[config.mk]
export PLATFORM = sky130hd
export DESIGN_NAME = bmc_soft_n
export DESIGN_NICKNAME = d
export VERILOG_FILES = /design/src/rtl/bmc_pkg.sv /design/src/rtl/bmc_min_tree.sv /design/src/rtl/bmc_soft_n.sv
export SDC_FILE = /design/constraint.sdc
export NUM_CORES = 1
export LEC_CHECK = 0
export BUFFER_PORTS_ARGS = -buffer_cell sky130_fd_sc_hd__buf_2
export CORE_UTILIZATION = 45
export CTS_CLUSTER_SIZE = 14
export DETAILED_ROUTE_END_ITERATION = 12
export REMOVE_ABC_BUFFERS = 1
export SLEW_MARGIN = 10
export SYNTH_ARGS = -nofsm -noshare
export SYNTH_HDL_FRONTEND = slang
export SYNTH_HIERARCHICAL = 1
export SYNTH_SLANG_ARGS = --single-unit
[constraint.sdc]
create_clock -name clk -period 4.3 [get_ports clk]
set_input_delay 0.645 -clock clk [delete_from_list [all_inputs] [get_ports clk]]
set_output_delay 0.645 -clock clk [all_outputs]
set_load 0.05 [all_outputs]
[src/rtl/bmc_pkg.sv]
`default_nettype none
// ============================================================================
// Module   : bmc_pkg
// Brief    : Shared widths, typedefs and constant helpers for bmc_soft_n.
// Revision : 1.0 - initial release
// ============================================================================

package bmc_pkg;

    localparam int c_sw_limit = 6;
    localparam int c_mw_limit = 8;

    // Sized for the widest legal configuration; narrower users zero-extend.
    typedef logic [c_sw_limit-1:0] soft_t;
    typedef logic [c_mw_limit-1:0] metric_t;

    function automatic int sw_max(input int sw);
        return (1 << sw) - 1;
    endfunction

    function automatic int bm_width(input int n, input int sw);
        int range_max;
        int w;
        range_max = n * sw_max(sw);
        w = 1;
        while ((1 << w) <= range_max) begin
            w++;
        end
        return w;
    endfunction

endpackage

`default_nettype wire

[src/rtl/bmc_min_tree.sv]
`default_nettype none
// ============================================================================
// Module   : bmc_min_tree
// Brief    : Combinational min/argmin over 2^IW metrics, lowest index on ties.
// Revision : 1.0 - initial release
// ============================================================================

module bmc_min_tree
    import bmc_pkg::*;
#(
    parameter int IW = 2,
    parameter int MW = 4,
    localparam int NUM = 1 << IW
) (
    input  logic [NUM*MW-1:0] metrics,
    output logic [MW-1:0]     min_val,
    output logic [IW-1:0]     min_idx
);

    logic [MW-1:0] w_val [NUM];
    logic [IW-1:0] w_idx [NUM];

    // Pairwise reduction in place: the left operand always holds the lower
    // indices, so a strict compare keeps the lowest index on a tie.
    always_comb begin
        for (int j = 0; j < NUM; j++) begin
            w_val[j] = metrics[j*MW +: MW];
            w_idx[j] = IW'(j);
        end
        for (int s = 1; s < NUM; s = s * 2) begin
            for (int j = 0; j < NUM; j = j + 2 * s) begin
                if (w_val[j+s] < w_val[j]) begin
                    w_val[j] = w_val[j+s];
                    w_idx[j] = w_idx[j+s];
                end
            end
        end
        min_val = w_val[0];
        min_idx = w_idx[0];
    end

endmodule

`default_nettype wire

[src/rtl/bmc_soft_n.sv]
`default_nettype none
// ============================================================================
// Module   : bmc_soft_n
// Brief    : Two-stage soft-decision branch metric unit with min normalisation.
//            Optional puncture erasure enabled by defining BMC_PUNCT_EN.
// Revision : 1.0 - initial release
// ============================================================================

module bmc_soft_n
    import bmc_pkg::*;
#(
    parameter int N = 2,
    parameter int SW = 3,
    parameter int PUNCT_LEN = 2,
    parameter logic [PUNCT_LEN*N-1:0] PUNCT_MASK = '1,
    localparam int MW = bm_width(N, SW),
    localparam int NH = 1 << N
) (
    input  logic               clk,
    input  logic               rst_n,
    input  logic               in_valid,
    output logic               in_ready,
    input  logic [N*SW-1:0]    in_soft,
    input  logic               in_sof,
    output logic               out_valid,
    input  logic               out_ready,
    output logic [NH*MW-1:0]   out_bm,
    output logic [N-1:0]       out_best
);

    localparam int c_swmax = sw_max(SW);

    logic              w_adv;
    logic              w_accept;
    logic [N-1:0]      w_keep;
    logic [NH*MW-1:0]  w_raw;
    logic [NH*MW-1:0]  w_norm;
    logic [MW-1:0]     w_min;
    logic [N-1:0]      w_argmin;
    metric_t           w_acc;
    soft_t             w_soft;

    logic              r_s1_valid;
    logic [NH*MW-1:0]  r_raw;
    logic              r_out_valid;
    logic [NH*MW-1:0]  r_bm;
    logic [N-1:0]      r_best;

    // Stage 1 may refill whenever it is empty, even while the output stalls.
    assign w_adv    = ~r_out_valid | out_ready;
    assign in_ready = ~r_s1_valid | w_adv;
    assign w_accept = in_valid & in_ready;

`ifdef BMC_PUNCT_EN
    localparam int c_pw = (PUNCT_LEN > 1) ? $clog2(PUNCT_LEN) : 1;

    logic [c_pw-1:0] r_phase;
    logic [c_pw-1:0] w_phase_use;
    logic [c_pw-1:0] w_phase_next;

    always_comb begin
        w_phase_use  = in_sof ? '0 : r_phase;
        w_phase_next = (int'(w_phase_use) == PUNCT_LEN - 1) ? '0 : w_phase_use + c_pw'(1);
        w_keep       = N'(PUNCT_MASK >> (int'(w_phase_use) * N));
    end

    always_ff @(posedge clk or negedge rst_n) begin
        if (!rst_n) begin
            r_phase <= '0;
        end else if (w_accept) begin
            r_phase <= w_phase_next;
        end
    end
`else
    logic w_unused_sof;

    assign w_keep       = '1;
    assign w_unused_sof = in_sof;
`endif

    // Erased bits add zero to every hypothesis, leaving the ordering to the rest.
    always_comb begin
        w_raw  = '0;
        w_acc  = '0;
        w_soft = '0;
        for (int h = 0; h < NH; h++) begin
            w_acc = '0;
            for (int i = 0; i < N; i++) begin
                w_soft = soft_t'(in_soft[i*SW +: SW]);
                if (w_keep[i]) begin
                    w_acc = w_acc + metric_t'(h[i] ? (soft_t'(c_swmax) - w_soft) : w_soft);
                end
            end
            w_raw[h*MW +: MW] = w_acc[MW-1:0];
        end
    end

    always_ff @(posedge clk or negedge rst_n) begin
        if (!rst_n) begin
            r_s1_valid <= 1'b0;
            r_raw      <= '0;
        end else if (in_ready) begin
            r_s1_valid <= in_valid;
            if (in_valid) begin
                r_raw <= w_raw;
            end
        end
    end

    bmc_min_tree #(
        .IW (N),
        .MW (MW)
    ) u_min_tree (
        .metrics (r_raw),
        .min_val (w_min),
        .min_idx (w_argmin)
    );

    always_comb begin
        w_norm = '0;
        for (int h = 0; h < NH; h++) begin
            w_norm[h*MW +: MW] = r_raw[h*MW +: MW] - w_min;
        end
    end

    always_ff @(posedge clk or negedge rst_n) begin
        if (!rst_n) begin
            r_out_valid <= 1'b0;
            r_bm        <= '0;
            r_best      <= '0;
        end else if (w_adv) begin
            r_out_valid <= r_s1_valid;
            if (r_s1_valid) begin
                r_bm   <= w_norm;
                r_best <= w_argmin;
            end
        end
    end

    assign out_valid = r_out_valid;
    assign out_bm    = r_bm;
    assign out_best  = r_best;

endmodule

`default_nettype wire

==> flow_metrics.env <==
export IMPL_hold_path_class="in2async"
export IMPL_yosysWarningCount=6
export IMPL_worst_path_max_delay_cell="sky130_fd_sc_hd__fa_1"
export IMPL_clock_path_buffers=2
export IMPL_dp_cells=345
export IMPL_cpPeakStageDelay_ns=0.49
export IMPL_critical_path_arrival_ns=4.26
export IMPL_postRouteWirelength_um=5105
export IMPL_reg2reg_depth=14
export IMPL_tightest_slew_ns=0.8128
export IMPL_worst_r2r_endpoint="out_bm[9]"
export IMPL_regToRegSetupSlack_ns=0.22
export IMPL_netlist_top_cells_count="sky130_fd_sc_hd__ha_1, sky130_fd_sc_hd__dfrtp_1, sky130_fd_sc_hd__inv_1"
export IMPL_route_detailed_drc=0
export IMPL_post_dp_hpwl_um=4025
export IMPL_row_count=27
export IMPL_synth_register_bits=32
export IMPL_first_global_vias=1830
export IMPL_post_synth_inst_count=239
export IMPL_drt_pass1_iter_count=4
export IMPL_setup_viol_count_final=0
export IMPL_yosys_top_cells_area="sky130_fd_sc_hd__dfrtp_1, sky130_fd_sc_hd__ha_1, sky130_fd_sc_hd__fa_1"
export IMPL_timing_critical_path_required_ns=4.48
export IMPL_grt_pass1_wl_um=8500
export IMPL_share_clk_of_total_power_pct=13.1
export IMPL_cts_max_level=2
export IMPL_outcome="finished clean"
export IMPL_initial_utilization_pct=46.67
export IMPL_clock_buffers_created_by_tritoncts=5
export IMPL_grt_overflow_total=0
export IMPL_overall_die_area_um2=6017
export IMPL_yosys_area_top_type="sky130_fd_sc_hd__dfrtp_1"
export IMPL_p_leak_nw=1.540
export IMPL_unrepaired_setup_endpoints_after_global_routing="false"
export IMPL_gp_congestion=0.8382
export IMPL_grt_antenna_before_repair=0
export IMPL_critPathLaunchType="flip-flop"
export IMPL_synth_lib_cells_used_distinct=42
export IMPL_multi_input_comb_area_um2=1620
export IMPL_insertedDiodeCount=0
export IMPL_fmax_mhz=244.9
export IMPL_dieHeight_um=77.57
export IMPL_p_switching_mw=1.147
export IMPL_critPathCaptureType="flip-flop"
export IMPL_vdd_ir_drop_worst_mv=0.4644
export IMPL_fin_skew_ns=0.004959
export IMPL_yosysMostFrequentCell="sky130_fd_sc_hd__ha_1"
export IMPL_fp_coreArea_um2=5507
export IMPL_instances_no_fill=357
export IMPL_synth_edf_count=0
export IMPL_syn_area_um2=2570
export IMPL_finalHoldViolations=0
export IMPL_worst_setup_sp="r_raw[15]"
export IMPL_final_period_minus_worst_setup_slack_ns=4.083
export IMPL_synthDominantCellAreaShare_pct=31.16
export IMPL_max_cap_check_violation_count=0
export IMPL_worst_skew_pair_late_latency_ns=0.29
export IMPL_port_buffer_count=29
export IMPL_cp_max_fo=7
export IMPL_postRouteAntennaNets=0
export IMPL_timing_setup_tns_ns=0
export IMPL_groute_usage_overall_pct=18.26
export IMPL_critical_path_endpoint="out_bm[9]"
export IMPL_timing_slew_headroom_pct=45.70
export IMPL_die_w_um=77.57
export IMPL_tritoncts="done"
export IMPL_rr_startpoint="r_raw[15]"
export IMPL_routed_via_count=1845
export IMPL_nets=337
export IMPL_grt_max_degree=33
export IMPL_ff_latch_area_um2=802.0
export IMPL_num_fill_cells=512
export IMPL_p_seq_share_pct=19.2
export IMPL_crit_path_cell_trace="ha_1, nor2_1, or3_1, mux2i_1, inv_1, ha_1, a21o_1, a21o_2, nor4b_4, mux2i_1, inv_2, buf_4, fa_1, mux2_2"
export IMPL_async_flop_share_pct=100.0
export IMPL_routed_via_density=5.168
export IMPL_proportion_of_synthesized_chip_area_in_sequential_cells_pct=31.16
export IMPL_drt_iter0_drc=54
export IMPL_comb_power_share_pct=67.7
export IMPL_syn_avg_cell_area_um2=10.75
export IMPL_timing_worst_setup_path_type="reg2reg"
export IMPL_area_growth_syn_to_layout_pct=17.23
export IMPL_cts_root_buf="sky130_fd_sc_hd__clkbuf_8"
export IMPL_layout_drive_gt1_share_pct=28.07
export IMPL_internal_power_mw=1.311
export IMPL_power_share_switching_pct=46.67
export IMPL_synth_flop_cell="sky130_fd_sc_hd__dfrtp_1"
export IMPL_num_io_pins=31
export IMPL_clkSinkCount=32
export IMPL_clk_transition_reported_paths_ns=0.07
export IMPL_route_detailed_wl_per_inst_um=14.30
export IMPL_power_per_cell_area_nw_per_um2=815.7
export IMPL_final_min_period_over_clock_period_pct=94.95
export IMPL_final_max_slew_viol_count=0
## layer usage
metal	global-route usage (%)	vias up	wire (um)
li1	-	928	-
met2	32.04	30	2532
met4	6.792	0	65
met1	22.40	880	2378
met3	2.941	7	128
met5	0	-	0
## registers in the layout, indices dropped and copies added, names as in the netlist
register	flops
out_best	2
out_bm	14
r_raw	14
r_s1_valid	1
out_valid	1
## cell usage in the layout (no fill, tap or decap), types with 4 or more instances in the layout
master / synthesis / layout
sky130_fd_sc_hd__ha_1: 34 / 34
sky130_fd_sc_hd__dfrtp_1: 32 / 31
sky130_fd_sc_hd__buf_2: 1 / 29
sky130_fd_sc_hd__inv_1: 27 / 26
sky130_fd_sc_hd__o21ai_0: 19 / 19
sky130_fd_sc_hd__buf_4: 2 / 17
sky130_fd_sc_hd__a21oi_1: 12 / 12
sky130_fd_sc_hd__mux2i_1: 9 / 9
sky130_fd_sc_hd__mux2_2: 8 / 8
sky130_fd_sc_hd__fa_1: 8 / 8
sky130_fd_sc_hd__a21o_1: 7 / 7
sky130_fd_sc_hd__xor2_1: 7 / 7
sky130_fd_sc_hd__clkbuf_8: 0 / 7
sky130_fd_sc_hd__mux2_4: 6 / 6
sky130_fd_sc_hd__nand2_1: 5 / 5
sky130_fd_sc_hd__or3_1: 5 / 5
sky130_fd_sc_hd__xnor2_1: 5 / 5
sky130_fd_sc_hd__nor2_1: 5 / 5
sky130_fd_sc_hd__and3b_1: 4 / 4
sky130_fd_sc_hd__o2111ai_1: 4 / 4
sky130_fd_sc_hd__o311ai_1: 4 / 4
## kinds of logic (layout without fill, tap and decap cells)
group                    Yosys count  after routing  share of synthesized area, %
adder cells (fa/ha/maj)           42             42                         22.78
XOR/XNOR                          12             12                         4.090
flip-flops                        32             32                         31.16
AO/OA/AOI/OAI                     57             57                         14.85
buffers and inverters             35             81                         6.037
AND/OR/NAND/NOR                   38             38                         10.56
multiplexers                      23             23                         10.52
## worst min path at each step
stage / cells after the start / startpoint / end / slack (ns)
detailed placement: 1 / out_bm[1] / out_bm[1] / 0.49
floorplan: 0 / rst_n / out_best[0] / 0.35
global placement: 1 / out_bm[1] / out_bm[1] / 0.48
global route: 1 / rst_n / out_bm[1] / 0.48
finish: 1 / rst_n / out_bm[2] / 0.40
CTS: 1 / rst_n / out_bm[2] / 0.44
## critical path, delay by kind of cell, from the launching register on
kind	cells	cell delay, ns
adder cells (fa/ha/maj)	3	1.12
AND/OR/NAND/NOR	3	0.86
multiplexers	3	0.75
flip-flops	1	0.45
AO/OA/AOI/OAI	2	0.43
buffers and inverters	3	0.36
## cell type report
type	count	area share [%]
sequential	32	26.62
multi-input combinational	172	53.78
timing repair buffer	46	9.053
tap	72	2.990
clock buffer	7	3.198
inverter	27	3.364
clock inverter	1	0.9967
## power by group through the flow
stage,registers [mW],logic (mW),clock network [mW]
after floorplan,0.788,0.890,0
after global placement,0.476,1.58,0
after detailed placement,0.481,1.61,0
after CTS,0.475,1.62,0.327
after global routing,0.490,1.81,0.340
final,0.472,1.66,0.323
## per-stage QoR
step | instance area, um2 | util [%] | hold WS [ns] | total power [mW] | setup slack, ns
after floorplan | 2516 | - | 0.3494 | 1.678 | 0.3598
after global routing | 3013 | 54.71 | 0.4755 | 2.644 | 0.001804
after CTS | 2975 | 54.03 | 0.4416 | 2.422 | 0.1141
after global placement | 2849 | 51.74 | 0.4849 | 2.059 | 0.1975
final | 3013 | 54.71 | 0.4049 | 2.458 | 0.2170
after detailed placement | 2849 | 51.74 | 0.4877 | 2.095 | 0.1487
## what timing repair did
action	CTS	global route
buffers inserted	0	4
resized for setup	0	4
hold buffers	0	0
setup endpoints to repair	0	10
(Power assumes the default switching activity.)
